File: src/rtl/instruction_fetch_unit_if.sv
// Fetch-stage bus: hazard/branch controls and the instruction-memory port in,
// plus the IF/ID register and status out.
interface instruction_fetch_unit_if #(
  parameter int n = 32
);
  logic         freeze;
  logic         branch_taken;
  logic [n-1:0] branch_addr;
  logic [n-1:0] instruction;
  logic [n-1:0] PC;
  logic [n-1:0] if_id_pc;
  logic [n-1:0] if_id_instruction;
  logic         if_id_valid;
  logic         halted;
  logic [31:0]  fetch_count;

  modport master (
    input  freeze, branch_taken, branch_addr, instruction,
    output PC, if_id_pc, if_id_instruction, if_id_valid, halted, fetch_count
  );

  modport slave (
    output freeze, branch_taken, branch_addr, instruction,
    input  PC, if_id_pc, if_id_instruction, if_id_valid, halted, fetch_count
  );
endinterface

File: src/rtl/instruction_fetch_unit.sv
// Instruction fetch stage with IF/ID register, freeze, branch redirect and
// self-loop halt detection.
module instruction_fetch_unit #(
  parameter int           n         = 32,
  parameter logic [n-1:0] RESET_PC  = '0,
  parameter logic [n-1:0] HALT_WORD = 32'hA800FFFF
) (
  input  logic                    clk,
  input  logic                    rst,
  instruction_fetch_unit_if.master bus
);

  typedef enum logic [0:0] {
    ST_RUN    = 1'b0,
    ST_HALTED = 1'b1
  } state_t;

  state_t       state_r, state_s;
  logic [n-1:0] pc_r, pc_s;
  logic [n-1:0] if_id_pc_r, if_id_pc_s;
  logic [n-1:0] if_id_instr_r, if_id_instr_s;
  logic         if_id_valid_r, if_id_valid_s;
  logic         halted_r, halted_s;
  logic [31:0]  fetch_count_r, fetch_count_s;
  logic [n-1:0] pc_plus4_s;

  assign pc_plus4_s = pc_r + n'(32'd4);

  // Next-state and next-register selection; the first matching rule wins.
  always_comb begin
    state_s       = state_r;
    pc_s          = pc_r;
    if_id_pc_s    = if_id_pc_r;
    if_id_instr_s = if_id_instr_r;
    if_id_valid_s = if_id_valid_r;
    fetch_count_s = fetch_count_r;
    if (bus.branch_taken) begin
      // A redirect outranks freeze and halt: anything fetched so far was wrong-path.
      pc_s          = bus.branch_addr;
      if_id_pc_s    = {n{1'b0}};
      if_id_instr_s = {n{1'b0}};
      if_id_valid_s = 1'b0;
      state_s       = ST_RUN;
    end else if (state_r == ST_HALTED) begin
      if_id_pc_s    = {n{1'b0}};
      if_id_instr_s = {n{1'b0}};
      if_id_valid_s = 1'b0;
    end else if (bus.freeze) begin
      pc_s = pc_r;
    end else if (bus.instruction == HALT_WORD) begin
      if_id_pc_s    = {n{1'b0}};
      if_id_instr_s = {n{1'b0}};
      if_id_valid_s = 1'b0;
      state_s       = ST_HALTED;
    end else begin
      if_id_instr_s = bus.instruction;
      if_id_pc_s    = pc_plus4_s;
      if_id_valid_s = 1'b1;
      pc_s          = pc_plus4_s;
      fetch_count_s = fetch_count_r + 32'd1;
    end
    halted_s = (state_s == ST_HALTED);
  end

  // State and datapath registers with synchronous reset.
  always_ff @(posedge clk) begin
    if (rst) begin
      state_r       <= ST_RUN;
      pc_r          <= RESET_PC;
      if_id_pc_r    <= {n{1'b0}};
      if_id_instr_r <= {n{1'b0}};
      if_id_valid_r <= 1'b0;
      halted_r      <= 1'b0;
      fetch_count_r <= 32'd0;
    end else begin
      state_r       <= state_s;
      pc_r          <= pc_s;
      if_id_pc_r    <= if_id_pc_s;
      if_id_instr_r <= if_id_instr_s;
      if_id_valid_r <= if_id_valid_s;
      halted_r      <= halted_s;
      fetch_count_r <= fetch_count_s;
    end
  end

  assign bus.PC                = pc_r;
  assign bus.if_id_pc          = if_id_pc_r;
  assign bus.if_id_instruction = if_id_instr_r;
  assign bus.if_id_valid       = if_id_valid_r;
  assign bus.halted            = halted_r;
  assign bus.fetch_count       = fetch_count_r;

endmodule

File: src/flat_wrapper.sv
// flat-port wrapper written by rule: the top's interface ports become plain ports
module instruction_fetch_unit_flat 
#(
  parameter int           n         = 32,
  parameter logic [n-1:0] RESET_PC  = '0,
  parameter logic [n-1:0] HALT_WORD = 32'hA800FFFF
)
  (clk, rst, bus_freeze, bus_branch_taken, bus_branch_addr, bus_instruction, bus_PC, bus_if_id_pc, bus_if_id_instruction, bus_if_id_valid, bus_halted, bus_fetch_count);
  instruction_fetch_unit_if #(.n(n)) bus_i ();
  input  logic clk;
  input  logic rst;
  input wire logic [$bits(bus_i.freeze)-1:0] bus_freeze;
  input wire logic [$bits(bus_i.branch_taken)-1:0] bus_branch_taken;
  input wire logic [$bits(bus_i.branch_addr)-1:0] bus_branch_addr;
  input wire logic [$bits(bus_i.instruction)-1:0] bus_instruction;
  output wire logic [$bits(bus_i.PC)-1:0] bus_PC;
  output wire logic [$bits(bus_i.if_id_pc)-1:0] bus_if_id_pc;
  output wire logic [$bits(bus_i.if_id_instruction)-1:0] bus_if_id_instruction;
  output wire logic [$bits(bus_i.if_id_valid)-1:0] bus_if_id_valid;
  output wire logic [$bits(bus_i.halted)-1:0] bus_halted;
  output wire logic [$bits(bus_i.fetch_count)-1:0] bus_fetch_count;
  assign bus_i.freeze = bus_freeze;
  assign bus_i.branch_taken = bus_branch_taken;
  assign bus_i.branch_addr = bus_branch_addr;
  assign bus_i.instruction = bus_instruction;
  assign bus_PC = bus_i.PC;
  assign bus_if_id_pc = bus_i.if_id_pc;
  assign bus_if_id_instruction = bus_i.if_id_instruction;
  assign bus_if_id_valid = bus_i.if_id_valid;
  assign bus_halted = bus_i.halted;
  assign bus_fetch_count = bus_i.fetch_count;
  instruction_fetch_unit #(.n(n), .RESET_PC(RESET_PC), .HALT_WORD(HALT_WORD)) u_core (.clk(clk), .rst(rst), .bus(bus_i));
endmodule
File: config.mk
export PLATFORM = sky130hd
export DESIGN_NAME = instruction_fetch_unit_flat
export DESIGN_NICKNAME = d
export VERILOG_FILES = /design/src/rtl/instruction_fetch_unit_if.sv /design/src/rtl/instruction_fetch_unit.sv /design/src/flat_wrapper.sv
export SDC_FILE = /design/constraint.sdc
export NUM_CORES = 1
export LEC_CHECK = 0
export BUFFER_PORTS_ARGS = -buffer_cell sky130_fd_sc_hd__clkbuf_2
export CAP_MARGIN = 25
export CORE_UTILIZATION = 55
export CTS_CLUSTER_DIAMETER = 200
export DETAILED_ROUTE_END_ITERATION = 10
export PLACE_DENSITY = 0.88
export RECOVER_POWER = 25
export SLEW_MARGIN = 10
export SYNTH_ARGS = -nofsm -noshare
export SYNTH_HDL_FRONTEND = slang
export SYNTH_SLANG_ARGS = --single-unit
export TNS_END_PERCENT = 20
File: constraint.sdc
create_clock -name clk -period 5.9 [get_ports clk]
set_input_delay 0.59 -clock clk [delete_from_list [all_inputs] [get_ports clk]]
set_output_delay 0.59 -clock clk [all_outputs]
set_load 0.1 [all_outputs]
After elaboration in Yosys (flattened, before gate mapping)
Index checks and enable logic that the tools add are counted.
{"block": "op_classes", "n_addsub": 2, "n_eq_ne": 4, "n_mux": 10, "n_bitwise": 4, "n_reduce_logical": 4}
{"cell": "$mux W32", "n": 6}
{"cell": "$add A32 B1 Y32 const B", "n": 1}
{"cell": "$add A32 B3 Y32 const B", "n": 1}
{"cell": "$eq A32 B32 Y1 const B", "n": 1}
{"cell": "$mux W1", "n": 4}
{"cell": "$ne A2 B2 Y1 const B", "n": 2}
{"cell": "$not A1 Y1", "n": 4}
{"cell": "$reduce_and A4 Y1", "n": 1}
{"cell": "$reduce_and A3 Y1", "n": 1}
{"cell": "$reduce_or A3 Y1", "n": 1}
{"cell": "$ne A2 B1 Y1 const B", "n": 1}
{"cell": "$reduce_or A2 Y1", "n": 1}
{"block": "word_totals", "reg_bits": 130, "input_bits": 68, "out_inout_bits": 130, "elab_cells": 30}

Longest topological paths before layout
{"block": "depth", "ltp_word": 5, "mapped_depth": 8, "depth_no_buf": 6}

Worst setup path after synthesis
No wires, ideal clock.
{"block": "synth_timing", "path_kind": "register to register", "from": "reg u_core.pc_r[9] (netlist: u_core.bus.PC[9])", "to": "reg u_core.pc_r[31] (netlist: u_core.bus.PC[31])", "setup_time_ps": 91, "arrival_time_ps": 3030, "t_required_ps": 5809, "path_slack_ps": 2779, "path_stages_with_launch": 8, "n_path_buf": 2, "synth_period_minus_slack_ps": 3121, "path_cell_list": "dfxtp_1 > buf_2 > nand4_2 > or4_1 > buf_2 > or3b_4 > or4_1 > a311oi_1"}
{"block": "synth_between", "elab_chain_cells": 5}
{"element": "from (decl)", "line": "instruction_fetch_unit.sv:19", "text": "logic [n-1:0] pc_r, pc_s;"}
{"element": "from (signal assigned)", "line": "instruction_fetch_unit.sv:77", "text": "pc_r <= pc_s;"}
{"element": "$add A32 B3 Y32", "line": "instruction_fetch_unit.sv:27", "text": "assign pc_plus4_s = pc_r + n'(32'd4);"}
{"element": "$mux W32", "line": "instruction_fetch_unit.sv:50", "text": "end else if (bus.instruction == HALT_WORD) begin"}
{"element": "$mux W32", "line": "instruction_fetch_unit.sv:48", "text": "end else if (bus.freeze) begin"}
{"element": "$mux W32", "line": "instruction_fetch_unit.sv:44", "text": "end else if (state_r == ST_HALTED) begin"}
{"element": "$mux W32", "line": "instruction_fetch_unit.sv:37", "text": "if (bus.branch_taken) begin"}
Every way passes these cells. The select of a mux whose other input is x is not followed.
A chain may end at the register's enable or synchronous reset.

==> impl_metrics.tcl <==
set metrics [dict create \
    status "finished with violations" \
    violations "max-capacitance violations, max-slew violations" \
    syn_nets 810 \
    hold_viol 0 \
    total_power_uw 2340 \
    dr_total_vias 6420 \
    diodes 0 \
    path_cells "clkbuf_1, clkbuf_1, nor2_1, nand2_1, o221ai_1" \
    port_buffers 197 \
    timing.hold.ws_ps 304 \
    postCtsHoldBufs 0 \
    synth.most_common_cell "dfxtp_1" \
    drc_errors 0 \
    p_leak_uw 0.00287 \
    synth_cell_types 49 \
    path_max_fanout 73 \
    avgSynthCellArea_sq_um 8.37 \
    grt_pass1_vias 5831 \
    fin_area_sq_um 7710 \
    grt_pass1_wl_um 28100 \
    dieArea_sq_um 11700 \
    dp_hpwl_um 12200 \
    grt-ovfl-total 0 \
    wl_per_cell_um 17.2 \
    drt_iter0_markers 545 \
    path_clk_slew_ps 60 \
    synth_top_cell_area_share 0.420 \
    maxSlewViolCount 74 \
    worstReg2RegStart "u_core.bus.PC[2]" \
    post_route_cells_drive_above_1_share 0.211 \
    rows 38 \
    synth-async-reset-ratio 0 \
    start_util 0.569 \
    yosysSeqAreaShare 0.420 \
    syn_inst 740 \
    multi_input_area_sq_um 3310 \
    cts_max_level 4 \
    drt-vias-per-instance 6.09 \
    worst_ir_drop_vdd_v 0.000222 \
    ys.flop_type "dfxtp_1" \
    intPower_uw 1610 \
    slew_headroom -1.12 \
    root_buffer "clkbuf_8" \
    drt-total-wl_um 18200 \
    die_x_um 108 \
    nFillCells 903 \
    slowest_delay_ps 2250 \
    setup_tns_ps 0 \
    dr.pass1.iters 7 \
    crit_required_ps 6160 \
    start_kind "input pin" \
    fp.coreArea_sq_um 10900 \
    cts_tree "built" \
    seq_area_sq_um 2600 \
    cts_buffers 17 \
    syn_area_sq_um 6190 \
    p_clk_frac 0.435 \
    track_usage 0.308 \
    skew_ps 6.73 \
    critPathLaunch "rst" \
    synth_top_cell_by_area "dfxtp_1" \
    p_comb_frac 0.162 \
    powerDensity_nw_per_um2 304 \
    ctsResizeCount 0 \
    min_path_type "input pin to flip-flop" \
    nets 972 \
    grt_antenna_before_repair 0 \
    cts_sinks 130 \
    p_seq_frac 0.403 \
    crit_slowest_cell "clkbuf_1" \
    drv_cap 1 \
    post-route-period-util 0.604 \
    ys_warn_count 0 \
    rsz0062_at_grt "false" \
    antenna_left 0 \
    crit_path_frequent_cell "clkbuf_1" \
    synthTopCellsByArea "dfxtp_1, a21oi_1, xnor2_1, nand2_1, nor2_1" \
    grt_max_degree 100 \
    switchingPower_uw 733 \
    post_cts_buffers 0 \
    setup_viol 0 \
    postPlaceCellArea_sq_um 7200 \
    clk_path_buf_depth 2 \
    worstPathArrival_ps 3820 \
    syn_to_final_growth_pct 24.5 \
    ys_ff_latch 130 \
    min_from "bus_branch_addr[25]" \
    synth_edf_count 0 \
    gp_congestion 0.885 \
    worstMarginPinSlew_ps 3180 \
    synthTopCellsByCount "dfxtp_1, nand2_1, a21oi_1, nor2_1, clkbuf_1" \
    clkLatencyLatePin_ps 520 \
    cp-end-kind "flip-flop" \
    io_pins 198 \
    die_h_um 108 \
    path_class "input pin to flip-flop" \
    layout_min_cycle_time_ps 3560 \
    fmax_ghz 0.281 \
    switching_share 0.313 \
]
[flip-flops by register name, indices dropped and copies added, names as in the netlist]
name                          count
u_core.bus.PC                    32
u_core.bus.fetch_count           32
u_core.state_r                    1
u_core.bus.if_id_valid            1
u_core.bus.if_id_instruction     32
u_core.bus.if_id_pc              32
[metal layers]
layer | vias to the layer above | track usage | part of all wire
met5 | - | 0 | 0
met1 | 3033 | 0.364 | 0.41
met3 | 36 | 0.0904 | 0.089
met2 | 305 | 0.516 | 0.48
met4 | 0 | 0.138 | 0.018
li1 | 3046 | - | -
[kinds of logic (layout without fill, tap and decap cells)]
family / Yosys count / count (layout) / synth area share
simple gates: 287 / 287 / 0.246
compound gates: 186 / 186 / 0.194
flops: 130 / 130 / 0.420
buf+inv: 75 / 250 / 0.0463
xor+xnor: 40 / 40 / 0.0566
mux: 20 / 20 / 0.0329
fa+ha+maj: 2 / 2 / 0.00404
[through the flow]
step | cells | util | worst slack, ps
after floorplan | 740 | - | 2780
after global placement | 1022 | 0.659 | 2600
after detailed placement | 1023 | 0.661 | 2550
after CTS | 1055 | 0.714 | 3020
after global routing | 1055 | 0.708 | 2110
final | 1055 | 0.708 | 2340
[path summary, 6_finish.rpt]
path | depth (start not counted) | end | slack, ps
max | 5 | u_core.bus.PC[29] | 2340
min | 3 | u_core.bus.PC[25] | 300
min reg2reg | 2 | u_core.bus.if_id_pc[28] | 460
max reg2reg | 6 | u_core.bus.PC[28] | 2890
[cell type report]
class | instances | share of cell area
clock buffer | 20 | 0.0578
clock inverter | 12 | 0.0172
inverter | 14 | 0.00682
multi-input combinational | 535 | 0.429
sequential | 130 | 0.338
tap | 140 | 0.0227
timing repair buffer | 204 | 0.129
[critical path: cells and delay by family]
kind | cells | cell delay (ps)
buffers and inverters | 2 | 2330
AND/OR/NAND/NOR | 2 | 700
AO/OA/AOI/OAI | 1 | 180
[cell usage in the layout (no fill, tap or decap), types with 4 or more instances in the layout]
cell type / netlist / layout
a2111oi_0: 13 / 13
a211oi_1: 30 / 30
a21oi_1: 62 / 62
a22oi_1: 10 / 10
and3_1: 7 / 7
and4_1: 16 / 16
buf_4: 0 / 5
clkbuf_1: 52 / 53
clkbuf_16: 0 / 16
clkbuf_2: 0 / 145
dfxtp_1: 130 / 130
inv_1: 14 / 14
mux2i_1: 17 / 17
nand2_1: 73 / 73
nand3_1: 17 / 17
nand3b_1: 22 / 22
nand4_1: 15 / 15
nor2_1: 62 / 62
nor2b_1: 4 / 4
nor3_1: 20 / 20
nor4_1: 6 / 5
o21a_1: 8 / 8
o21ai_0: 28 / 28
o22ai_1: 8 / 8
o31ai_1: 11 / 11
or3_1: 19 / 19
or4_1: 15 / 15
xnor2_1: 33 / 33
xor2_1: 7 / 7
[power groups by stage]
| stage | Combinational [uW] | Sequential (uW) | Clock (uW) |
|---|---|---|---|
| global placement | 372 | 961 | 0 |
| finish | 379 | 945 | 1020 |
| CTS | 379 | 943 | 1030 |
| detailed placement | 377 | 962 | 0 |
| global route | 396 | 948 | 1070 |
| floorplan | 102 | 1150 | 0 |
Note: power is estimated with default switching activity, not from simulation.
